File: src/rtl/mem_wb_stage_pkg.sv
// Shared encodings for the MEM/WB boundary: write-back select codes and load funct3 values.
// Imported by the MEM/WB register, the load extractor and the write-back mux.
package mem_wb_stage_pkg;

  localparam logic [1:0] WB_PC4      = 2'b00;
  localparam logic [1:0] WB_FROM_ALU = 2'b01;
  localparam logic [1:0] WB_FROM_DM  = 2'b10;

  localparam logic [2:0] LD_LB  = 3'b000;
  localparam logic [2:0] LD_LH  = 3'b001;
  localparam logic [2:0] LD_LW  = 3'b010;
  localparam logic [2:0] LD_LBU = 3'b100;
  localparam logic [2:0] LD_LHU = 3'b101;

  function automatic logic [31:0] ext8(input logic [7:0] b, input logic sgn);
    return {{24{sgn & b[7]}}, b};
  endfunction

  function automatic logic [31:0] ext16(input logic [15:0] h, input logic sgn);
    return {{16{sgn & h[15]}}, h};
  endfunction

endpackage

File: src/rtl/mem_wb_stage_load_ext.sv
// Combinational load extractor: picks the addressed byte/halfword out of an aligned word,
// extends it, and reports natural-alignment violations for the given load type.
module load_ext
  import mem_wb_stage_pkg::*;
(
  input  logic [31:0] word,
  input  logic [1:0]  off,
  input  logic [2:0]  ld_type,
  output logic [31:0] data,
  output logic        misaligned
);

  logic [7:0]  w_bytes  [4];
  logic [15:0] w_halves [2];

  for (genvar gi = 0; gi < 4; gi++) begin : g_byte
    assign w_bytes[gi] = word[8*gi +: 8];
  end

  for (genvar gi = 0; gi < 2; gi++) begin : g_half
    assign w_halves[gi] = word[16*gi +: 16];
  end

  always_comb begin
    data       = word;
    misaligned = 1'b0;
    case (ld_type)
      LD_LB:  data = ext8(w_bytes[off], 1'b1);
      LD_LBU: data = ext8(w_bytes[off], 1'b0);
      LD_LH: begin
        data       = ext16(w_halves[off[1]], 1'b1);
        misaligned = off[0];
      end
      LD_LHU: begin
        data       = ext16(w_halves[off[1]], 1'b0);
        misaligned = off[0];
      end
      LD_LW:  misaligned = |off;
      default: ;
    endcase
  end

endmodule

File: src/rtl/mem_wb_stage.sv
// MEM/WB pipeline register: registers MEM results, extends load data, gates the
// register-file write enable and counts retired instructions.
module mem_wb_stage
  import mem_wb_stage_pkg::*;
#(
  parameter int XLEN      = 32,
  parameter int INSTRET_W = 64
) (
  input  logic                 clk,
  input  logic                 rst,
  input  logic                 stall,
  input  logic                 flush,
  input  logic                 mem_valid,
  input  logic [XLEN-1:0]      mem_pc,
  input  logic [XLEN-1:0]      mem_alu,
  input  logic [XLEN-1:0]      mem_dm_word,
  input  logic [2:0]           mem_ld_type,
  input  logic [1:0]           mem_wbSel,
  input  logic [4:0]           mem_rd,
  input  logic                 mem_rf_we,
  output logic                 wb_valid,
  output logic [XLEN-1:0]      wb_pc,
  output logic [XLEN-1:0]      wb_alu,
  output logic [XLEN-1:0]      wb_dm,
  output logic [1:0]           wb_wbSel,
  output logic [4:0]           wb_rd,
  output logic                 wb_rf_we,
  output logic                 wb_misalign,
  output logic [INSTRET_W-1:0] instret
);

  localparam logic [INSTRET_W-1:0] INSTRET_ONE = {{(INSTRET_W-1){1'b0}}, 1'b1};

  logic                 r_valid;
  logic [XLEN-1:0]      r_pc;
  logic [XLEN-1:0]      r_alu;
  logic [XLEN-1:0]      r_dm;
  logic [1:0]           r_wbsel;
  logic [4:0]           r_rd;
  logic                 r_rf_we;
  logic                 r_misalign;
  logic [INSTRET_W-1:0] r_instret;

  logic [31:0] w_ext_data;
  logic        w_ext_misaligned;
  logic        w_misaligned;
  logic        w_rf_we;
  logic        w_retire;

  load_ext u_load_ext (
    .word       (mem_dm_word),
    .off        (mem_alu[1:0]),
    .ld_type    (mem_ld_type),
    .data       (w_ext_data),
    .misaligned (w_ext_misaligned)
  );

  // Alignment only matters for real loads; other ops may carry any low address bits.
  assign w_misaligned = mem_valid & (mem_wbSel == WB_FROM_DM) & w_ext_misaligned;
  assign w_rf_we      = mem_valid & mem_rf_we & (|mem_rd) & ~w_misaligned;
  assign w_retire     = mem_valid & ~w_misaligned;

  always_ff @(posedge clk) begin
    if (rst || flush) begin
      r_valid    <= 1'b0;
      r_pc       <= '0;
      r_alu      <= '0;
      r_dm       <= '0;
      r_wbsel    <= '0;
      r_rd       <= '0;
      r_rf_we    <= 1'b0;
      r_misalign <= 1'b0;
    end else if (!stall) begin
      r_valid    <= mem_valid;
      r_pc       <= mem_pc;
      r_alu      <= mem_alu;
      r_dm       <= w_ext_data;
      r_wbsel    <= mem_wbSel;
      r_rd       <= mem_rd;
      r_rf_we    <= w_rf_we;
      r_misalign <= w_misaligned;
    end
  end

  always_ff @(posedge clk) begin
    if (rst) begin
      r_instret <= '0;
    end else if (!flush && !stall && w_retire) begin
      r_instret <= r_instret + INSTRET_ONE;
    end
  end

  assign wb_valid    = r_valid;
  assign wb_pc       = r_pc;
  assign wb_alu      = r_alu;
  assign wb_dm       = r_dm;
  assign wb_wbSel    = r_wbsel;
  assign wb_rd       = r_rd;
  assign wb_rf_we    = r_rf_we;
  assign wb_misalign = r_misalign;
  assign instret     = r_instret;

endmodule

File: config.mk
export PLATFORM = sky130hd
export DESIGN_NAME = mem_wb_stage
export DESIGN_NICKNAME = d
export VERILOG_FILES = /design/src/rtl/mem_wb_stage_pkg.sv /design/src/rtl/mem_wb_stage_load_ext.sv /design/src/rtl/mem_wb_stage.sv
export SDC_FILE = /design/constraint.sdc
export NUM_CORES = 1
export LEC_CHECK = 0
export BUFFER_PORTS_ARGS = -buffer_cell sky130_fd_sc_hd__buf_2
export CORE_UTILIZATION = 30
export CTS_CLUSTER_SIZE = 25
export DETAILED_ROUTE_END_ITERATION = 8
export GPL_TIMING_DRIVEN = 0
export PLACE_DENSITY_LB_ADDON = 0.2
export SLEW_MARGIN = 20
export SYNTH_ARGS = -nofsm -noshare
export SYNTH_HDL_FRONTEND = slang
export SYNTH_SLANG_ARGS = --single-unit
File: constraint.sdc
create_clock -name clk -period 6.4 [get_ports clk]
set_input_delay 1.28 -clock clk [delete_from_list [all_inputs] [get_ports clk]]
set_output_delay 1.28 -clock clk [all_outputs]
set_load 0.01 [all_outputs]
-- Word level (Yosys, flattened, before mapping)
Index checks and enable logic that the tools add are counted.
- memories: 0
- memory bits (writable): 0
- input port bits: 112
- memory bits (read-only): 0
- latch bits: 0
- output and inout port bits: 170
- flip-flop bits (word level): 170
- eq/ne operators: 5
- muxes and demuxes: 8
- reductions and logical operators: 9
- div/mod/pow operators: 0
- add/sub/neg operators: 1
- bitwise operators: 9
- multiply operators: 0
- magnitude comparators: 2
- shift operators: 0
- operators with widths (kind ; count):
    $pmux 32 s4 ; 1
    $add 64x1->64 const B ; 1
    $mux 16 ; 3
    $bmux 8 s2 ; 1
    $mux 8 ; 2
    $and 1x1->1 ; 6
    $eq 3x3->1 const B ; 2
    $reduce_or 5->1 ; 1
    $reduce_or 2->1 ; 2
    $eq 3x1->1 const B ; 1
    $eq 3x2->1 const B ; 1
    $ge 3x3->1 const B ; 1
    $logic_not 3->1 ; 1
    $not 2->3 ; 1
    $eq 2x2->1 const B ; 1
    $ge 2x2->1 const B ; 1
    $logic_and 1x1->1 ; 2
    $logic_not 1->1 ; 2
    $not 1->2 ; 1
    $pmux 1 s2 ; 1
    $logic_or 1x1->1 ; 1
    $not 1->1 ; 1

-- Logic depth before layout (Yosys ltp)
- depth after elaboration: 7
- depth in mapped cells: 8

-- Hierarchy
Synthesis repeated with hierarchy kept, for this count alone.
- cells, all modules: 858
- area, all modules: 7493.4 µm²
- by module, submodules not included (module ; instances ; cells each ; area an instance (µm²)):
    mem_wb_stage ; 1 ; 731 ; 6826.5
    load_ext ; 1 ; 127 ; 666.9

-- Worst setup path after synthesis
No wires, ideal clock.
- kind: input to register
- start point: input stall
- end point: register r_instret[58], in the netlist instret[58]
- data arrival time: 2890 ps
- cell stages on the path: 7
- path slack: 3440 ps
- setup time: 70 ps
- path buffers: 2
- path through: clkbuf_1 -> nand4b_4 -> nor4_4 -> nand4_1 -> buf_2 -> or4_1 -> a21oi_1
- cells in the longest elaborated chain, start to end: 3
- RTL lines (what ; RTL line ; RTL):
    from (decl) ; mem_wb_stage.sv:11 ; input logic stall,
    $logic_not 1->1 ; mem_wb_stage.sv:88 ; end else if (!flush && !stall && w_retire) begin
    $logic_and 1x1->1 (2 in a row) ; mem_wb_stage.sv:88 ;
    to (signal assigned) ; mem_wb_stage.sv:89 ; r_instret <= r_instret + INSTRET_ONE;
    to (decl) ; mem_wb_stage.sv:42 ; logic [INSTRET_W-1:0] r_instret;
No other way between the ends.
A chain may end at the register's enable or synchronous reset.

-- Worst setup path in the final report
- start point: input mem_ld_type[0]
- end point: register r_dm[23], in the netlist wb_dm[23]
- cells in the longest elaborated chain, start to end: 2
- RTL lines (what ; RTL line ; RTL):
    from (decl) ; mem_wb_stage.sv:17 ; input logic [2:0] mem_ld_type,
    $eq 3x3->1, or another cell as far along ; mem_wb_stage_load_ext.sv:27 ; case (ld_type)
    $pmux 32 s4 * ; mem_wb_stage_load_ext.sv:27 ;
    to (signal assigned) ; mem_wb_stage.sv:77 ; r_dm <= w_ext_data;
    to (decl) ; mem_wb_stage.sv:37 ; logic [XLEN-1:0] r_dm;
Mark *: on every way between the ends. The rest lies on a longest branch, timed or not.

==> results by group <==
Outcome
  – Status: finished, final reports clean

Placement
  – DP HPWL: 18.8 mm
  – Port Buf Inserts: 280
  – Placer Congestion: 0.846

Worst setup path
  – Max incr delay on CP: 670 ps
  – Most used cell, CP: clkbuf_1
  – CP cell instances: buf_2, clkbuf_1, nor2_1, mux4_2, a21oi_1, clkbuf_1, a221oi_1
  – Critical-path top delay cell: a21oi_1
  – Crit. End Element: flip-flop
  – CP Buf/Inv Count: 3
  – Critical path arrival: 3480 ps
  – CP Max Fanout: 10
  – Startpoint types: primary input
  – Cell family with most CP delay: buffers and inverters
  – Crit path kind: primary input to flip-flop
  – Worst EP required: 6690 ps

STA
  – Unrepaired setup endpoints after global routing: no
  – Clock Skew: 12.3 ps
  – Final Hold Vio Count: 0
  – Pins Over Slew Limit: 0
  – Worst-Margin Slew: 979 ps
  – Fmax: between 0.3 and 0.4 GHz
  – Max-Slew Margin vs Limit: 34.1%
  – Final period util: 49.8%
  – Fin crit period: 3190 ps
  – # setup viols final: 0
  – TNS Setup: 0 ps
  – Hold WS: 468 ps

Detailed routing
  – Post-route ant nets: 0
  – DR iter-0 viols: slightly above 400
  – Avg WL per Cell: 16.8 µm
  – Via density: 4.92
  – Routed via count: 7258
  – DR DRC count: 0
  – Drt pass-1 iters: 5
  – Final WL: 24.9 mm

Yosys
  – Post-synthesis cell count: roughly 840
  – Post-Synth XOR/XNOR Area: 2.47%
  – Synth Area in Simple Gates: 22.4%
  – YS warnings: 0
  – Mean Syn Cell Area: 8.92 µm²
  – Prevailing post-synth register cell: dfxtp_1
  – Ys async rst share: 0%
  – Compound-Gate Fraction of Synth Area: between 10% and 20%
  – Mux contribution to synthesized area: around 13%
  – Yosys reg bits: 170
  – Post-Syn Nets: 949
  – Synthesized cell area: 0.00746 mm²
  – Cell variety after synth: 48
  – Largest family of logic cells by synthesized area: simple AND/OR/NAND/NOR gates
  – Adder-cell share of the synthesized area: 0.168%
  – Number of synthesized flops with an enable pin: 0
  – Seq/Total Area, Yosys: 45.6%

Global route
  – Largest net degree at the start of global routing: 21
  – Vias in the first global route: 7002
  – Global-route usage over all layers: just under 20%
  – Antenna violations before repair: 5
  – Overflow left after global routing: 0
  – First-pass GRT wire length: ~39 mm

Floorplanning
  – DIE HEIGHT: 160 µm
  – Core area: 0.0243 mm²
  – Core Rows: 57
  – IO Count: 282
  – Die area: around 0.026 mm²
  – Initial Utilization: 30.7%
  – DIE WIDTH: between 150 and 200 µm

Clock tree
  – CTS clock-pin slew for the worst setup and hold paths: 80 ps
  – Clk buf depth: 2
  – Clock net sink count: 170
  – H-tree Lvls: 4
  – Setup bufs post-CTS: 0
  – Clk_lat worst skew: 430 ps
  – Hold-fix buffers, CTS: 0
  – CTS tree: built
  – CTS resizes: 0
  – CTS Buf Count: 17
  – Root Driver: clkbuf_16

Power and ir drop
  – IR drop worst, VDD: between 0.1 and 0.15 mV
  – Leak Pwr: 4.31 nW
  – Power per Cell Area: about 240 mW/mm²

Finish
  – Most frequent cells in the layout: buf_2, dfxtp_1, nor2_1
  – Share of layout cells above drive strength 1: 29.6%
  – Nets: 1248
  – # fillers: 2532
  – Leading cell type in the layout, fill and taps excluded: buf_2
  – Area delta synth->final: 32.7%

Run
  – Max cap viols: 0

Worst hold path
  – HP Class: flip-flop to flip-flop
[worst min-delay path, stage by stage, from the launching register on]
cell	delay, ps
dfxtp_1	310
nand2_1	60
a21oi_1	50
[cells in the mapped netlist (13+ instances only)]
library cell  count  area, µm²
nor4_1           13       81.3
inv_1            24       90.1
mux2i_1          73        731
a221oi_1         17        149
nand2_1          61        229
dfxtp_1         170       3400
nor2_1          109        409
or4_1            15        113
clkbuf_1         41        154
or3_1            29        181
a21oi_1          61        305
o21ai_0          30        150
nand4_1          27        169
nand3_1          25        125
[path summary, 6_finish.rpt]
kind,startpoint,to,slack [ps],cells past startpoint
worst max-delay path,mem_ld_type[0],wb_dm[23],3210,7
worst min-delay path,wb_valid,wb_valid,470,2
worst max register to register,instret[27],instret[59],3520,5
worst min register to register,wb_valid,wb_valid,470,2
[stage by stage]
stage                     std cells  utilization, %  cell area, µm²  worst slack [ps]  power (W)
after floorplan                 836               -            7460              3440    0.00124
after global placement         1440            38.1            9270              2720    0.00134
after detailed placement       1440            38.1            9270              2770    0.00134
after CTS                      1472            40.7            9890              3230    0.00242
after global routing           1476            40.7            9900              3030    0.00248
final                          1476            40.7            9900              3210    0.00239
[power by group]
part | switching (W) | internal, W | total [W]
clock network | 0.000539 | 0.000537 | 0.00108
logic | 0.000126 | 0.0000950 | 0.000221
registers | 0.0000126 | 0.00108 | 0.00109
total | 0.000677 | 0.00171 | 0.00239
[metal layers]
| metal | global-route usage, % | wire, µm |
|---|---|---|
| met1 | 25.1 | 11200 |
| met2 | 30.8 | 11600 |
| met3 | 4.78 | 1550 |
| met4 | 7.17 | 473 |
| met5 | 0 | 10 |
[logic make-up (layout without fill, tap and decap cells)]
kind of cell,Yosys count,in the layout
AOI/OAI and AO/OA,155,155
buffers and inverters,77,389
xor gates and xnor gates,21,21
and+or+nand+nor,324,324
muxes,88,88
adders and majority gates,1,1
other,0,4
DFF,170,170
[state kept, by name, summed over array words and instances, names as in the netlist]
signal	count
wb_pc	32
instret	64
wb_rf_we	1
wb_valid	1
wb_wbSel	2
wb_misalign	1
wb_dm	32
wb_rd	5
wb_alu	32
[layout make-up]
type / instances / area, µm² / share of cell area, %
multi-input combinational: 589 / 3760 / 38.0
sequential: 170 / 3400 / 34.4
timing repair buffer: 280 / 1400 / 14.2
clock buffer: 17 / 425 / 4.30
tap: 324 / 405 / 4.09
buffer: 53 / 206 / 2.09
clock inverter: 15 / 199 / 2.01
inverter: 24 / 90.1 / 0.910
antenna: 4 / 10.0 / 0.101
Power figures use the tool's default switching activity.
